==> src/rtl/fpu_pkg.sv <==
// Shared FPU definitions: rounding modes, GRS bit positions, exponent helpers.
package fpu_pkg;

  typedef enum logic [1:0] {
    RM_RNE = 2'd0,
    RM_RTZ = 2'd1,
    RM_RUP = 2'd2,
    RM_RDN = 2'd3
  } round_mode_e;

  localparam int GRS_G = 2;
  localparam int GRS_R = 1;
  localparam int GRS_S = 0;

  function automatic int exp_all_ones(input int width);
    return (1 << width) - 1;
  endfunction

endpackage

==> src/rtl/fpu_norm_round_pipe_if.sv <==
// Valid/ready bus for the normalise-and-round stage: raw result in, IEEE result out.
interface fpu_norm_round_pipe_if #(
  parameter int Mantissa_Size = 23,
  parameter int Exponent_Size = 8
);
  logic                       in_valid;
  logic                       in_ready;
  logic                       in_sign;
  logic [Exponent_Size-1:0]   in_exponent;
  logic [Mantissa_Size+4:0]   in_mantissa;
  logic [1:0]                 in_round_mode;
  logic                       out_valid;
  logic                       out_ready;
  logic                       out_sign;
  logic [Exponent_Size-1:0]   out_exponent;
  logic [Mantissa_Size-1:0]   out_fraction;
  logic                       out_overflow;
  logic                       out_underflow;
  logic                       out_inexact;

  modport master (
    output in_valid, in_sign, in_exponent, in_mantissa, in_round_mode, out_ready,
    input  in_ready, out_valid, out_sign, out_exponent, out_fraction,
           out_overflow, out_underflow, out_inexact
  );

  modport slave (
    input  in_valid, in_sign, in_exponent, in_mantissa, in_round_mode, out_ready,
    output in_ready, out_valid, out_sign, out_exponent, out_fraction,
           out_overflow, out_underflow, out_inexact
  );
endinterface

==> src/rtl/fpu_lzc.sv <==
// Parametrised leading-zero counter; an all-zero input reports WIDTH.
module fpu_lzc #(
  parameter int WIDTH = 27,
  parameter int CNT_W = $clog2(WIDTH + 1)
) (
  input  logic [WIDTH-1:0] din,
  output logic [CNT_W-1:0] cnt
);

  // Scanning upward lets the highest set bit win.
  always_comb begin
    cnt = CNT_W'(WIDTH);
    for (int i = 0; i < WIDTH; i++) begin
      if (din[i]) cnt = CNT_W'(WIDTH - 1 - i);
    end
  end

endmodule

==> src/rtl/fpu_norm_round_pipe.sv <==
// Three-stage normalise / round / exception pipeline with a single global advance.
module fpu_norm_round_pipe
  import fpu_pkg::*;
#(
  parameter int Mantissa_Size = 23,
  parameter int Exponent_Size = 8
) (
  input logic                clk,
  input logic                rst_n,
  fpu_norm_round_pipe_if.slave bus
);

  localparam int M      = Mantissa_Size;
  localparam int E      = Exponent_Size;
  localparam int XW     = E + 2;
  localparam int LZW    = $clog2(M + 5);
  localparam int STAGES = 3;
  localparam logic [E-1:0]         EXP_ONES   = E'(exp_all_ones(E));
  localparam logic signed [XW-1:0] EXP_ONES_X = XW'(exp_all_ones(E));

  logic              adv;
  logic [STAGES:1]   vld_pipe;

  assign adv           = ~vld_pipe[STAGES] | bus.out_ready;
  assign bus.in_ready  = adv;
  assign bus.out_valid = vld_pipe[STAGES];

  always_ff @(posedge clk) begin
    if (!rst_n)   vld_pipe <= '0;
    else if (adv) vld_pipe <= {vld_pipe[STAGES-1:1], bus.in_valid};
  end

  // ---------------- stage 1: normalise ----------------
  logic [LZW-1:0]          lz;
  logic signed [XW-1:0]    exp_in, lz_x, lim, shamt, n_exp;
  logic [M+3:0]            n_mant;
  logic                    n_special;

  fpu_lzc #(.WIDTH(M + 4)) u_lzc (
    .din (bus.in_mantissa[M+3:0]),
    .cnt (lz)
  );

  always_comb begin
    exp_in    = XW'(bus.in_exponent);
    lz_x      = XW'(lz);
    lim       = exp_in - 1;
    shamt     = '0;
    n_exp     = exp_in;
    n_mant    = bus.in_mantissa[M+3:0];
    n_special = (bus.in_exponent == EXP_ONES);
    if (!n_special) begin
      if (bus.in_mantissa[M+4]) begin
        n_mant    = bus.in_mantissa[M+4:1];
        n_mant[0] = |bus.in_mantissa[1:0];
        n_exp     = exp_in + 1;
      end else begin
        // Never shift below biased exponent 1: the rest stays subnormal.
        if (exp_in != '0) shamt = (lz_x < lim) ? lz_x : lim;
        n_mant = bus.in_mantissa[M+3:0] << shamt;
        n_exp  = exp_in - shamt;
      end
      if (!n_mant[M+3]) n_exp = '0;
    end
  end

  logic                 s1_sign, s1_special;
  logic signed [XW-1:0] s1_exp;
  logic [M+3:0]         s1_mant;
  round_mode_e          s1_rm;

  always_ff @(posedge clk) begin
    if (!rst_n) begin
      s1_sign    <= 1'b0;
      s1_special <= 1'b0;
      s1_exp     <= '0;
      s1_mant    <= '0;
      s1_rm      <= RM_RNE;
    end else if (adv) begin
      s1_sign    <= bus.in_sign;
      s1_special <= n_special;
      s1_exp     <= n_exp;
      s1_mant    <= n_mant;
      s1_rm      <= round_mode_e'(bus.in_round_mode);
    end
  end

  // ---------------- stage 2: round ----------------
  logic [M:0]           sig;
  logic [M+1:0]         sum;
  logic                 g, r, st, inx, inc;
  logic signed [XW-1:0] r_exp;
  logic [M-1:0]         r_frac;

  always_comb begin
    sig = s1_mant[M+3:3];
    g   = s1_mant[GRS_G];
    r   = s1_mant[GRS_R];
    st  = s1_mant[GRS_S];
    inx = g | r | st;
    inc = 1'b0;
    case (s1_rm)
      RM_RNE: inc = g & (r | st | sig[0]);
      RM_RTZ: inc = 1'b0;
      RM_RUP: inc = inx & ~s1_sign;
      RM_RDN: inc = inx & s1_sign;
    endcase
    sum    = {1'b0, sig} + {{(M+1){1'b0}}, inc};
    r_exp  = s1_exp;
    r_frac = sum[M-1:0];
    if (sum[M+1]) begin
      r_frac = sum[M:1];
      r_exp  = s1_exp + 1;
    end else if (sum[M] && s1_exp == '0) begin
      r_exp = XW'(1);
    end
    if (s1_special) begin
      r_frac = sig[M-1:0];
      r_exp  = EXP_ONES_X;
      inx    = 1'b0;
    end
  end

  logic                 s2_sign, s2_special, s2_inexact;
  logic signed [XW-1:0] s2_exp;
  logic [M-1:0]         s2_frac;
  round_mode_e          s2_rm;

  always_ff @(posedge clk) begin
    if (!rst_n) begin
      s2_sign    <= 1'b0;
      s2_special <= 1'b0;
      s2_inexact <= 1'b0;
      s2_exp     <= '0;
      s2_frac    <= '0;
      s2_rm      <= RM_RNE;
    end else if (adv) begin
      s2_sign    <= s1_sign;
      s2_special <= s1_special;
      s2_inexact <= inx;
      s2_exp     <= r_exp;
      s2_frac    <= r_frac;
      s2_rm      <= s1_rm;
    end
  end

  // ---------------- stage 3: exceptions ----------------
  logic [E-1:0] o_exp;
  logic [M-1:0] o_frac;
  logic         o_ovf, o_udf, o_inx, to_inf;

  always_comb begin
    to_inf = (s2_rm == RM_RNE) | ((s2_rm == RM_RUP) & ~s2_sign) |
             ((s2_rm == RM_RDN) & s2_sign);
    o_exp  = s2_exp[E-1:0];
    o_frac = s2_frac;
    o_ovf  = 1'b0;
    o_udf  = 1'b0;
    o_inx  = s2_inexact;
    if (s2_special) begin
      o_inx = 1'b0;
    end else if (s2_exp >= EXP_ONES_X) begin
      o_ovf  = 1'b1;
      o_inx  = 1'b1;
      o_exp  = to_inf ? EXP_ONES : EXP_ONES - 1'b1;
      o_frac = to_inf ? '0 : '1;
    end else begin
      o_udf = (s2_exp == '0) & s2_inexact;
    end
  end

  always_ff @(posedge clk) begin
    if (!rst_n) begin
      bus.out_sign      <= 1'b0;
      bus.out_exponent  <= '0;
      bus.out_fraction  <= '0;
      bus.out_overflow  <= 1'b0;
      bus.out_underflow <= 1'b0;
      bus.out_inexact   <= 1'b0;
    end else if (adv) begin
      bus.out_sign      <= s2_sign;
      bus.out_exponent  <= o_exp;
      bus.out_fraction  <= o_frac;
      bus.out_overflow  <= o_ovf;
      bus.out_underflow <= o_udf;
      bus.out_inexact   <= o_inx;
    end
  end

endmodule

==> src/flat_wrapper.sv <==
// flat-port wrapper written by rule: the top's interface ports become plain ports
module fpu_norm_round_pipe_flat import fpu_pkg::*;
#(
  parameter int Mantissa_Size = 23,
  parameter int Exponent_Size = 8
)
  (clk, rst_n, bus_in_valid, bus_in_sign, bus_in_exponent, bus_in_mantissa, bus_in_round_mode, bus_out_ready, bus_in_ready, bus_out_valid, bus_out_sign, bus_out_exponent, bus_out_fraction, bus_out_overflow, bus_out_underflow, bus_out_inexact);
  fpu_norm_round_pipe_if #(.Mantissa_Size(Mantissa_Size), .Exponent_Size(Exponent_Size)) bus_i ();
  input logic clk;
  input logic rst_n;
  input wire logic [$bits(bus_i.in_valid)-1:0] bus_in_valid;
  input wire logic [$bits(bus_i.in_sign)-1:0] bus_in_sign;
  input wire logic [$bits(bus_i.in_exponent)-1:0] bus_in_exponent;
  input wire logic [$bits(bus_i.in_mantissa)-1:0] bus_in_mantissa;
  input wire logic [$bits(bus_i.in_round_mode)-1:0] bus_in_round_mode;
  input wire logic [$bits(bus_i.out_ready)-1:0] bus_out_ready;
  output wire logic [$bits(bus_i.in_ready)-1:0] bus_in_ready;
  output wire logic [$bits(bus_i.out_valid)-1:0] bus_out_valid;
  output wire logic [$bits(bus_i.out_sign)-1:0] bus_out_sign;
  output wire logic [$bits(bus_i.out_exponent)-1:0] bus_out_exponent;
  output wire logic [$bits(bus_i.out_fraction)-1:0] bus_out_fraction;
  output wire logic [$bits(bus_i.out_overflow)-1:0] bus_out_overflow;
  output wire logic [$bits(bus_i.out_underflow)-1:0] bus_out_underflow;
  output wire logic [$bits(bus_i.out_inexact)-1:0] bus_out_inexact;
  assign bus_i.in_valid = bus_in_valid;
  assign bus_i.in_sign = bus_in_sign;
  assign bus_i.in_exponent = bus_in_exponent;
  assign bus_i.in_mantissa = bus_in_mantissa;
  assign bus_i.in_round_mode = bus_in_round_mode;
  assign bus_i.out_ready = bus_out_ready;
  assign bus_in_ready = bus_i.in_ready;
  assign bus_out_valid = bus_i.out_valid;
  assign bus_out_sign = bus_i.out_sign;
  assign bus_out_exponent = bus_i.out_exponent;
  assign bus_out_fraction = bus_i.out_fraction;
  assign bus_out_overflow = bus_i.out_overflow;
  assign bus_out_underflow = bus_i.out_underflow;
  assign bus_out_inexact = bus_i.out_inexact;
  fpu_norm_round_pipe #(.Mantissa_Size(Mantissa_Size), .Exponent_Size(Exponent_Size)) u_core (.clk(clk), .rst_n(rst_n), .bus(bus_i));
endmodule
==> config.mk <==
export PLATFORM = sky130hd
export DESIGN_NAME = fpu_norm_round_pipe_flat
export DESIGN_NICKNAME = d
export VERILOG_FILES = /design/src/rtl/fpu_pkg.sv /design/src/rtl/fpu_norm_round_pipe_if.sv /design/src/rtl/fpu_lzc.sv /design/src/rtl/fpu_norm_round_pipe.sv /design/src/flat_wrapper.sv
export SDC_FILE = /design/constraint.sdc
export NUM_CORES = 1
export LEC_CHECK = 0
export CORE_MARGIN = 4
export CORE_UTILIZATION = 50
export CTS_CLUSTER_SIZE = 28
export DETAILED_ROUTE_END_ITERATION = 8
export PLACE_DENSITY = 0.75
export SKIP_CTS_REPAIR_TIMING = 1
export SYNTH_ARGS = -nofsm -noshare
export SYNTH_HDL_FRONTEND = slang
export SYNTH_SLANG_ARGS = --single-unit
==> constraint.sdc <==
create_clock -name clk -period 10.4 [get_ports clk]
set_input_delay 3.12 -clock clk [delete_from_list [all_inputs] [get_ports clk]]
set_output_delay 3.12 -clock clk [all_outputs]
set_load 0.02 [all_outputs]
==> run summary <==
Clk_lat worst skew - 0.41 ns
Residual antenna-violating net count after detailed routing - 0
Least setup slack across all paths after layout - 1.340 ns
Async S/R FF share, synth - 0%
Leak Pwr - 3.717 nW
Pwr/cell area - 144.5 nW/um2
Share of the cycle needed by the critical path after routing - 87.11%
First-pass GRT wire length - 43190 um
Setup crit end kind - register
Combined area of all synthesized cells - 8474 um2
Cell row count - 47
Violations in the final reports - design-rule violations
Area of all placed cells without fillers - 9859 um2
Routed wire per std cell - 19.08 um
Sequential power share - 36.1%
Pin count of the biggest net entering global routing - 95
Max VDD drop - 0.1136 mV
Count of maximum capacitance violations - 0
Global router's overall resource usage - 26.80%
Reg2reg start - u_core.s1_rm[1]
Outcome - finished with violations
Required @ worst endpoint - 10.73 ns
Internal power - 0.001009 W
Min Hold Slack - 0.4488 ns
First-pass iteration count of the detailed router - 7
Synth Register Bits - 117
Final-report setup violation count - 0
Post-detail-place hpwl - 18640 um
Syn_nets - 1210
Iteration-0 DRC count of the detailed router - 1028
Antenna diode count - 0
Critical Path Start - bus_in_mantissa[5]
Total wire length - 26540 um
Post-route DRC violation count - 1
Total grt overflow - 0
Post-synthesis cell type with the largest combined area - sky130_fd_sc_hd__dfxtp_1
Count of different cell masters after synthesis - 89
Die ar. - 19100 um2
Setup TNS - 0 ns
Number of antenna violations at the first check in global routing - 0
List of most frequent post-synthesis cells - 117 x sky130_fd_sc_hd__dfxtp_1, 114 x sky130_fd_sc_hd__a21oi_1, 112 x sky130_fd_sc_hd__nor2_1
Hold path startpoint - u_core.bus.out_underflow
Cells after Synth - 1146
Post-placement worst setup slack - 1.036 ns
Average cell area after synthesis - 7.395 um2
Number of vias in the routed layout - 8851
Reported net switching power - 0.0004152 W
Clock tree from TritonCTS - yes
Flip-flop cell with the highest count after synthesis - sky130_fd_sc_hd__dfxtp_1
Proportion of layout cells with a drive suffix above 1 - 7.600%
Measured slew at the worst slew-check pin - 1.042 ns
Number of levels the H-tree was split into - 4
Post-synth EDFFs - 0
Maximum clock path buffer count - 2
Synth-to-Final Area Change - 16.34%
Clock slew seen by the registers of the worst setup and hold paths - 0.06 ns
Worst relative slew slack - 30.00%
Final Skew - 0.007025 ns
Arrival @ worst endpoint - 9.39 ns
Max FO, Critical Path - 23
Number of slew-limit violations in the final report - 0
Final min period - 9.060 ns
Ys Warns - 0
Critical Setup Path Class - in -> reg
Most repeated cell in the gate-level netlist after synthesis - sky130_fd_sc_hd__dfxtp_1
Vias in the first global route - 8313
Max Fclk - 0.1104 GHz
# nets final - 1222
GPL Wtd Cong - 0.9772
Power Total - 0.001424 W
CTS Root Buffer Type - sky130_fd_sc_hd__clkbuf_16
Leading cell types by total area after synthesis - sky130_fd_sc_hd__dfxtp_1 28%, sky130_fd_sc_hd__a21oi_1 6.7%, sky130_fd_sc_hd__o21ai_0 5.8%
Number of CTS-inserted buffers - 17
Placed cell areas - 9243 um2
Number of port buffers - 79
Share of total power in combinational logic - 21.3%
Area share of the leading cell type in the synthesized netlist - 27.64%
Unrepaired setup endpoints after global routing - no
I/O Pins - 80
Part of the total power dissipated in the clock network - 42.6%
Sort of element at the start of the critical path - input port
Effective utilization at floorplan - 51.10%
Hold violation count in the final report - 0
Seq/Total Area, Yosys - 27.64%
Number of sinks on the clock net - 117
Routed vias/inst - 6.363
Height of the die - 138.2 um
Chip Width - 138.2 um
Switching fraction of total power - 29.15%
Worst min-delay path class - reg -> reg
Core area - 16580 um2
## placed cells by master (no fill, tap or decap), types with 13 or more instances in the layout
cell                              synthesis  final
sky130_fd_sc_hd__nand2_1                 96     96
sky130_fd_sc_hd__o22ai_1                 14     14
sky130_fd_sc_hd__nor3_1                  56     56
sky130_fd_sc_hd__mux2i_1                 43     43
sky130_fd_sc_hd__and3_1                  15     15
sky130_fd_sc_hd__dfxtp_1                117    117
sky130_fd_sc_hd__o211ai_1                14     14
sky130_fd_sc_hd__ha_1                    20     20
sky130_fd_sc_hd__a21oi_1                114    114
sky130_fd_sc_hd__nand4_1                 14     14
sky130_fd_sc_hd__nand3_1                 45     45
sky130_fd_sc_hd__buf_4                    1     19
sky130_fd_sc_hd__a221oi_1                13     13
sky130_fd_sc_hd__o21ai_0                 99     99
sky130_fd_sc_hd__xnor2_1                 22     22
sky130_fd_sc_hd__nor2_1                 112    112
sky130_fd_sc_hd__clkdlybuf4s50_1          0     78
sky130_fd_sc_hd__xor2_1                  15     15
sky130_fd_sc_hd__a31oi_1                 23     23
sky130_fd_sc_hd__inv_1                   21     20
sky130_fd_sc_hd__clkbuf_16                0     17
## per-stage QoR
| stage | std cells | utilization, % |
|---|---|---|
| global route | 1391 | 59.45 |
| detailed placement | 1359 | 55.73 |
| floorplan | 1146 | - |
| finish | 1391 | 59.45 |
| CTS | 1391 | 59.45 |
| global placement | 1359 | 55.73 |
## flip-flops by register name, indices dropped and copies added, names as in the netlist, 2 cells and up
signal                   count
u_core.s1_exp               10
u_core.bus.out_exponent      8
u_core.vld_pipe              3
u_core.s1_mant              27
u_core.s2_exp               10
u_core.bus.out_fraction     23
u_core.s1_rm                 2
u_core.s2_rm                 2
u_core.s2_frac              23
## power groups by stage
| stage | logic, W | registers (W) | clock network [W] |
|---|---|---|---|
| finish | 0.000303 | 0.000515 | 0.000607 |
| global route | 0.000329 | 0.000519 | 0.000633 |
| CTS | 0.000297 | 0.000513 | 0.000612 |
| detailed placement | 0.000295 | 0.000522 | 0 |
| global placement | 0.000294 | 0.000521 | 0 |
| floorplan | 0.000201 | 0.000521 | 0 |
## critical path, cell delays in order
cell	delay, ns
sky130_fd_sc_hd__clkdlybuf4s50_1	0.78
sky130_fd_sc_hd__inv_2	0.09
sky130_fd_sc_hd__a2111oi_4	0.39
sky130_fd_sc_hd__a211oi_2	0.16
sky130_fd_sc_hd__a2111oi_4	0.57
sky130_fd_sc_hd__o21a_1	0.19
sky130_fd_sc_hd__o21a_1	0.10
sky130_fd_sc_hd__o21ai_0	0.06
sky130_fd_sc_hd__nand2b_1	0.07
sky130_fd_sc_hd__a21oi_1	0.06
sky130_fd_sc_hd__or3_1	0.34
sky130_fd_sc_hd__ha_1	0.58
sky130_fd_sc_hd__and2_1	0.34
sky130_fd_sc_hd__a21oi_4	0.26
sky130_fd_sc_hd__inv_4	0.24
sky130_fd_sc_hd__ha_1	0.17
sky130_fd_sc_hd__inv_1	0.06
sky130_fd_sc_hd__fa_1	0.41
sky130_fd_sc_hd__a21o_1	0.20
sky130_fd_sc_hd__a21o_1	0.20
sky130_fd_sc_hd__a21o_1	0.19
sky130_fd_sc_hd__a21oi_1	0.24
sky130_fd_sc_hd__o21bai_1	0.11
sky130_fd_sc_hd__a21oi_1	0.18
sky130_fd_sc_hd__xnor2_1	0.09
sky130_fd_sc_hd__o31ai_2	0.16
## routing by layer
metal | global-route usage [%] | vias to the layer above | part of all wire (%)
met5 | 0 | - | 0
met4 | 10.24 | 0 | 2.9
met3 | 5.180 | 71 | 7.5
met2 | 42.19 | 394 | 46
met1 | 36.49 | 4174 | 44
li1 | - | 4212 | -
## kinds of logic (layout without fill, tap and decap cells)
family,after synthesis,count (layout),share of synthesized area (%)
simple gates,414,414,23.82
compound gates,368,368,27.91
buf+inv,132,157,6.556
flops,117,117,27.64
mux,57,57,7.072
xor+xnor,37,37,3.824
fa+ha+maj,21,21,3.189
## cell type report
class                           instances  area, um2
Inverter                               27      108.9
Clock inverter                         12      180.2
Multi-Input combinational cell        897       5588
Clock buffer                           20      436.7
Timing Repair Buffer                   98      928.4
Fill cell                            1573       6724
Sequential cell                       117       2342
Tap cell                              220      275.3
## path summary, 6_finish.rpt
kind,to,slack (ns),cells past startpoint
max reg2reg,u_core.s2_exp[8],6.84,15
max,u_core.s1_exp[8],1.34,26
min reg2reg,u_core.bus.out_underflow,0.45,2
min,u_core.bus.out_underflow,0.45,2
(Power assumes the default switching activity.)
